[src/rtl/axis_block_packer_pkg.sv]
// Shared widths for the SHA-256 transmit path: input word size, block beat size and the
// derived number of input words per block.
package axis_block_packer_pkg;

  localparam int unsigned S_DATA_WIDTH_DEFAULT = 64;
  localparam int unsigned M_DATA_WIDTH_DEFAULT = 512;

  function automatic int unsigned slots_for(input int unsigned s_width,
                                            input int unsigned m_width);
    return m_width / s_width;
  endfunction

  localparam int unsigned SLOTS_DEFAULT = slots_for(S_DATA_WIDTH_DEFAULT, M_DATA_WIDTH_DEFAULT);

endpackage

[src/rtl/axis_reg_slice.sv]
// Single-entry AXI4-Stream register stage. Accepts a new beat whenever it is empty or its
// current beat is being consumed, and holds data/keep/last stable while stalled.
module axis_reg_slice
  import axis_block_packer_pkg::*;
#(
  parameter int unsigned DATA_WIDTH = M_DATA_WIDTH_DEFAULT,
  parameter int unsigned KEEP_WIDTH = DATA_WIDTH / 8
) (
  input  logic                  clk,
  input  logic                  reset,
  input  logic [DATA_WIDTH-1:0] in_data,
  input  logic [KEEP_WIDTH-1:0] in_keep,
  input  logic                  in_last,
  input  logic                  in_valid,
  output logic                  in_ready,
  output logic [DATA_WIDTH-1:0] out_data,
  output logic [KEEP_WIDTH-1:0] out_keep,
  output logic                  out_last,
  output logic                  out_valid,
  input  logic                  out_ready
);

  logic [DATA_WIDTH-1:0] data_q;
  logic [KEEP_WIDTH-1:0] keep_q;
  logic                  last_q;
  logic                  valid_q;
  logic                  load;

  assign in_ready = ~valid_q | out_ready;
  assign load     = in_valid & in_ready;

  always_ff @(posedge clk) begin
    if (reset) begin
      data_q  <= '0;
      keep_q  <= '0;
      last_q  <= 1'b0;
      valid_q <= 1'b0;
    end else if (load) begin
      data_q  <= in_data;
      keep_q  <= in_keep;
      last_q  <= in_last;
      valid_q <= 1'b1;
    end else if (out_ready) begin
      valid_q <= 1'b0;
    end
  end

  assign out_data  = data_q;
  assign out_keep  = keep_q;
  assign out_last  = last_q;
  assign out_valid = valid_q;

endmodule

[src/rtl/axis_block_packer.sv]
// Packs narrow message words into one-block beats with byte-accurate tkeep and tlast,
// feeding the padder. Assembly register plus output register slice give full-rate input.
module axis_block_packer
  import axis_block_packer_pkg::*;
#(
  parameter int unsigned S_DATA_WIDTH = S_DATA_WIDTH_DEFAULT,
  parameter int unsigned M_DATA_WIDTH = M_DATA_WIDTH_DEFAULT
) (
  input  logic                      axis_aclk,
  input  logic                      reset,
  input  logic                      en,
  input  logic [S_DATA_WIDTH-1:0]   s_axis_tdata,
  input  logic [S_DATA_WIDTH/8-1:0] s_axis_tkeep,
  input  logic                      s_axis_tvalid,
  output logic                      s_axis_tready,
  input  logic                      s_axis_tlast,
  output logic [M_DATA_WIDTH-1:0]   m_axis_tdata,
  output logic [M_DATA_WIDTH/8-1:0] m_axis_tkeep,
  output logic                      m_axis_tvalid,
  input  logic                      m_axis_tready,
  output logic                      m_axis_tlast
);

  localparam int unsigned SLOTS   = slots_for(S_DATA_WIDTH, M_DATA_WIDTH);
  localparam int unsigned S_KEEP  = S_DATA_WIDTH / 8;
  localparam int unsigned M_KEEP  = M_DATA_WIDTH / 8;
  localparam int unsigned SLOT_W  = (SLOTS > 1) ? $clog2(SLOTS) : 1;
  localparam logic [SLOT_W-1:0] LAST_SLOT = SLOT_W'(SLOTS - 1);

  logic [SLOT_W-1:0]       slot_q, slot_d;
  logic [M_DATA_WIDTH-1:0] asm_data_q, asm_data_d;
  logic [M_KEEP-1:0]       asm_keep_q, asm_keep_d;
  logic                    asm_last_q, asm_last_d;
  // A completed beat is sitting in the assembly register waiting for the output slice.
  logic                    full_q, full_d;

  logic slice_ready;
  logic move;
  logic pending;
  logic accept;
  logic complete;

  assign move     = full_q & slice_ready;
  assign pending  = full_q & ~slice_ready;
  assign s_axis_tready = en & ~reset & ~pending;
  assign accept   = s_axis_tvalid & s_axis_tready;
  assign complete = accept & (s_axis_tlast | (slot_q == LAST_SLOT));

  // A move and an accept can share a cycle: the beat leaves while slot 0 of the next fills.
  always_comb begin
    slot_d     = slot_q;
    asm_data_d = asm_data_q;
    asm_keep_d = asm_keep_q;
    asm_last_d = asm_last_q;
    full_d     = full_q;
    if (move) begin
      asm_data_d = '0;
      asm_keep_d = '0;
      asm_last_d = 1'b0;
      full_d     = 1'b0;
    end
    if (accept) begin
      asm_data_d[int'(slot_q)*S_DATA_WIDTH +: S_DATA_WIDTH] = s_axis_tdata;
      asm_keep_d[int'(slot_q)*S_KEEP +: S_KEEP]             = s_axis_tkeep;
      if (complete) begin
        slot_d     = '0;
        full_d     = 1'b1;
        asm_last_d = s_axis_tlast;
      end else begin
        slot_d = slot_q + SLOT_W'(1);
      end
    end
  end

  always_ff @(posedge axis_aclk) begin
    if (reset) begin
      slot_q     <= '0;
      asm_data_q <= '0;
      asm_keep_q <= '0;
      asm_last_q <= 1'b0;
      full_q     <= 1'b0;
    end else begin
      slot_q     <= slot_d;
      asm_data_q <= asm_data_d;
      asm_keep_q <= asm_keep_d;
      asm_last_q <= asm_last_d;
      full_q     <= full_d;
    end
  end

  axis_reg_slice #(
    .DATA_WIDTH (M_DATA_WIDTH),
    .KEEP_WIDTH (M_KEEP)
  ) u_out_slice (
    .clk       (axis_aclk),
    .reset     (reset),
    .in_data   (asm_data_q),
    .in_keep   (asm_keep_q),
    .in_last   (asm_last_q),
    .in_valid  (full_q),
    .in_ready  (slice_ready),
    .out_data  (m_axis_tdata),
    .out_keep  (m_axis_tkeep),
    .out_last  (m_axis_tlast),
    .out_valid (m_axis_tvalid),
    .out_ready (m_axis_tready)
  );

endmodule

[config.mk]
export PLATFORM = sky130hd
export DESIGN_NAME = axis_block_packer
export DESIGN_NICKNAME = d
export VERILOG_FILES = /design/src/rtl/axis_block_packer_pkg.sv /design/src/rtl/axis_reg_slice.sv /design/src/rtl/axis_block_packer.sv
export SDC_FILE = /design/constraint.sdc
export NUM_CORES = 2
export LEC_CHECK = 0
export ABC_AREA = 1
export ABC_CLOCK_PERIOD_IN_PS = 3480
export BUFFER_PORTS_ARGS = -buffer_cell sky130_fd_sc_hd__buf_4
export CAP_MARGIN = 20
export CORE_MARGIN = 2
export CORE_UTILIZATION = 55
export DETAILED_ROUTE_END_ITERATION = 10
export HOLD_SLACK_MARGIN = 0.1
export PLACE_DENSITY = 0.78
export SLEW_MARGIN = 20
export SYNTH_ARGS = -nofsm -noshare
export SYNTH_HDL_FRONTEND = slang
export SYNTH_SLANG_ARGS = --single-unit
[constraint.sdc]
create_clock -name axis_aclk -period 3.48 [get_ports axis_aclk]
set_input_delay 0.522 -clock axis_aclk [delete_from_list [all_inputs] [get_ports axis_aclk]]
set_output_delay 0.522 -clock axis_aclk [all_outputs]
set_load 0.05 [all_outputs]
[Word level (Yosys, flattened, before mapping)]
Cells that the tools add are included.
Storage, ports and cells
  input bits: 78
  word-level logic and storage cells: 45
  register bits: 1159
Operators by class
  add/sub/neg operators: 3
  bitwise logic cells: 12
  reduce and logical (&&, ||, !) cells: 1
  shifts and indexed selects: 4
  equality and inequality tests: 1
  muxes and demuxes: 15
Operators by type and width (count)
  2-to-1 mux 512 bit: 2
  bitwise mux 512 bit: 1
  variable shift 64 x 34 -> 512 bit, first input constant: 1
  indexed part select 64 x 34 -> 512 bit: 1
  2-to-1 mux 64 bit: 2
  bitwise mux 64 bit: 1
  variable shift 8 x 34 -> 64 bit, first input constant: 1
  indexed part select 8 x 34 -> 64 bit: 1
  negation 6 -> 34 bit: 1
  negation 9 -> 34 bit: 1
  2-to-1 mux 1 bit: 8
  bitwise AND 1 bit: 6
  NOT 1 bit: 4
  adder 3 x 1 -> 3 bit, second input constant: 1
  == test 3 bit, second input constant: 1
  2-to-1 mux 3 bit: 1
  bitwise OR 1 bit: 2
  nonzero test 2 bit: 1

[Depth between registers and ports, before layout]
  depth in word-level cells: 10
  depth in mapped cells: 15
  mapped depth without buffers: 12

[Modules after synthesis]
Synthesis repeated with hierarchy kept, for this count alone.
Unflattened totals
  cells, all modules: 6921
  area total of the unflattened synthesis: 49219.7 um^2
Modules (own cells, without submodules)
  axis_reg_slice: seq. area each 11571.1 um^2, area each 25513.2 um^2, times used 1, cells an instance 3787
  axis_block_packer: seq. area each 11631.2 um^2, area each 23706.5 um^2, times used 1, cells an instance 3134

[Worst setup path before layout]
Ideal clock, no wire load.
  path kind: reg-to-reg
  from: register slot_q[0]
  to: register asm_keep_q[2]
  stages on the path, launching flop included: 13
  arrival time: 2.437 ns
  path slack: 0.973 ns
  data required time: 3.410 ns
  clock period less this slack: 2.507 ns
  path through: dfxtp_1 inv_2 buf_2 buf_1 ha_1 ha_1 buf_2 clkinv_1 nand3_1 nor2_2 clkbuf_1 nand3_1 a21oi_1
On the way
  word-level cells in the longest chain between the ends: 4
  elaborated cells between the ends (all ways): 5
RTL lines
  start: declaration: line axis_block_packer.sv:30  | logic [SLOT_W-1:0] slot_q, slot_d;
  start signal: assignment: line axis_block_packer.sv:83  | slot_q <= slot_d;
  negation 6 -> 34 bit *: line axis_block_packer.sv:64  | asm_keep_d[int'(slot_q)*S_KEEP +: S_KEEP] = s_axis_tkeep;
  indexed part select 8 x 34 -> 64 bit / variable shift 8 x 34 -> 64 bit (equally long branches): line axis_block_packer.sv:64
  bitwise mux 64 bit *: line axis_block_packer.sv:64
  2-to-1 mux 64 bit *: line axis_block_packer.sv:62  | if (accept) begin
  end signal: assignment: line axis_block_packer.sv:85  | asm_keep_q <= asm_keep_d;
  end: declaration: line axis_block_packer.sv:32  | logic [M_KEEP-1:0] asm_keep_q, asm_keep_d;
Mark *: on every way between the ends. The rest lies on a longest branch, timed or not.
A chain may end at the register's enable or synchronous reset.

[Final worst setup path]
  from: register slot_q[0]
  to: register asm_data_q[44]
On the way
  word-level cells in the longest chain between the ends: 4
  elaborated cells between the ends (all ways): 5
RTL lines
  negation 9 -> 34 bit *: line axis_block_packer.sv:63  | asm_data_d[int'(slot_q)*S_DATA_WIDTH +: S_DATA_WIDTH] = s_axis_tdata;
  indexed part select 64 x 34 -> 512 bit / variable shift 64 x 34 -> 512 bit (equally long branches): line axis_block_packer.sv:63
  bitwise mux 512 bit *: line axis_block_packer.sv:63
  2-to-1 mux 512 bit *: line axis_block_packer.sv:62
  end signal: assignment: line axis_block_packer.sv:84  | asm_data_q <= asm_data_d;
  end: declaration: line axis_block_packer.sv:31  | logic [M_DATA_WIDTH-1:0] asm_data_q, asm_data_d;
Marks and branches as above.

==> metrics.cfg <==
[outcome]
outcome=finished clean

[global_routing]
grt_start_max_net_pins=197
antenna_found_initial=2
grt_pass1_wl_um=211000
grt.total_usage_pct=34.15
grt_pass1_vias=36342
globalRoute.totalOverflow=0

[cells_and_area]
nets=5932
fillers=6284
utilization_pct=67.80
drive_gt1_share_pct=15.96
multi_input_area_um2=16780
regArea_um2=23200
area_growth_pct=21.89

[yosys]
synthDominantCellAreaShare_pct=54.92
synthCells=5484
yosys_warnings=0
muxShareOfSynthArea_pct=0
ys_ff_latch=1159
synth.area.top_cells=dfxtp_1 (55%), nor2_1 (13%), o21ai_0 (9.0%)
yosys.area_share.simple_pct=23.16
synth_nets=5569
synth_top_family_by_area=simple AND/OR/NAND/NOR gates
synth_area_per_cell_um2=7.703
synth_area_um2=42250
synth_area_leader_cell=dfxtp_1
synthAdderAreaFrac_pct=0.2073
synth_cell_types=22
yosys.area_share.xor_xnor_pct=0
synth_compound_area_share_pct=16.16
seq_area_frac_synth_pct=54.92

[timing]
rsz0062_at_grt=false
setup_viol=0
slew_viol_final=0
fin_skew_ns=0.01814
relSlewSlack_pct=19.87
clock.fmax_ghz=0.3486
fin_crit_sh_pct=82.42
layout_min_cycle_time_ns=2.868
tightest_slew_ns=1.202
finalHoldViolCount=0
hold-worst-slack_ns=0.1222
setup_tns_ns=0

[pwr]
p_leak_uw=0.01985
vdd_drop_max_v=0.0005190
p_per_area_nw_per_um2=554.9

[die]
ios=657
die_y_um=281.1
dieArea_um2=79040
rows=101
initial_utilization_pct=55.62
die_w_um=281.1
coreArea_um2=75950

[worst_setup_path]
path_class=reg2reg
crit_arrival_ns=3.45
setup.worst_path.start_class=flop
critPathMaxFanout=70
crit_chain=inv_4, buf_4, nand2_2, nor2_4, buf_4, nand3_1, a21oi_1
slowest_delay_ns=0.67
cp_slowest_cell=buf_4
crit_path_end_kind=flop
crit_top_cell=buf_4
crit_family=buffers and inverters
path_buf_inv=3
worstPathRequired_ns=4.06

[placement]
dpl.hpwl_um=89800
globalplace.congestion=0.9117
numPortBuffers=656

[clocking]
root_buffer=clkbuf_16
cts_tree=done
clk_latency_ns=0.68
clk_pin_slew_ns=0.06
cts_resized=0
numCtsBuffers=115
clkSinkCount=1159
htreeDepth=3
cts_max_path_buffers=3

[route]
dr_total_vias=39787
drt_iter0_markers=4239
dr.pass1.iters=8
drc=0
ant_nets=0
routed_wl_um=140200
via_per_inst=5.701
wl_per_cell_um=20.08

[hold_path]
hold_class=in2reg

[run]
maxCapViolations=0

timing repair:
item / in CTS / in global routing
endpoints found under the hold margin: 5 / 0
hold buffers: 5 / 0
setup endpoints to repair: 0 / 0
setup buffers: 0 / 0
sequential cells by signal, indices dropped and copies added, names as in the netlist:
signal,cells
asm_data_q,512
asm_keep_q,64
asm_last_q,1
full_q,1
slot_q,3
u_out_slice.out_data,512
u_out_slice.out_keep,64
u_out_slice.out_last,1
u_out_slice.out_valid,1
Yosys cell counts, drive strengths merged:
library cell and n:
nor2 1444, dfxtp 1159, o21ai 781, a21oi 583
nand3 453, clkbuf 348, nand2 342, nor3 143
buf 132, inv 89, ha 7, clkinv 2
nor4 1
through the flow:
step	std cells	instance area [µm²]	setup WS [ns]	power, µW
4_1_cts	6977	51490	0.6984	28610
3_5_place_dp	6755	47450	0.6564	15940
6_report	6979	51490	0.6117	28570
3_3_place_gp	6755	47450	0.7234	15930
2_1_floorplan	5484	42250	0.9728	15150
5_1_grt	6979	51490	0.4026	29310
logic make-up after synthesis:
kind of cell / Yosys count
AND/OR/NAND/NOR: 2383
buffers and inverters: 571
flip-flops: 1159
adder cells (fa/ha/maj): 7
AO/OA/AOI/OAI: 1364
power by group:
group | switching, µW | total [µW] | internal [µW]
clock | 5290 | 12900 | 7600
sequential | 127 | 13600 | 13400
combinational | 1590 | 2120 | 529
total | 7010 | 28600 | 21600
layout make-up:
class | count | area share [%]
Timing Repair Buffer | 726 | 11.40
Tap cell | 1030 | 2.503
Antenna cell | 2 | 0.009719
Clock buffer | 168 | 6.679
Sequential cell | 1159 | 45.06
Multi-Input combinational cell | 3754 | 32.58
Clock inverter | 49 | 1.072
Inverter | 91 | 0.6998
cells in the final DEF (no fill, tap or decap), drive strengths merged:
master,count
o21ai,781
nor3,143
inv,94
ha,7
a21oi,583
nand3,453
nor2,1444
clkinv,34
dfxtp,1159
clkinvlp,2
clkbuf,168
diode,2
nor4,1
dlygate4sd3,5
nand2,342
buf,721
bufinv,10
worst reg2reg max path, stage by stage (launching register included):
cell     delay (ns)
dfxtp_1        0.41
inv_4          0.11
buf_4          0.61
nand2_2        0.29
nor2_4         0.24
buf_4          0.68
nand3_1        0.24
a21oi_1        0.20
worst paths after layout:
path              startpoint  cells after the start                         to  slack, ns
max                slot_q[0]                      7             asm_data_q[44]       0.61
min             s_axis_tlast                      3                 asm_last_q       0.12
max reg2reg        slot_q[0]                      7             asm_data_q[44]       0.61
min reg2reg  asm_data_q[319]                      2  u_out_slice.out_data[319]       0.47
per-layer routing:
layer | up-vias | part of all wire, % | track usage, %
li1 | 18839 | - | -
met4 | 0 | 8.4 | 26.68
met2 | 1864 | 46 | 54.17
met5 | - | 0 | 0
met1 | 18701 | 38 | 41.75
met3 | 383 | 7.9 | 5.071
(Power assumes the default switching activity.)
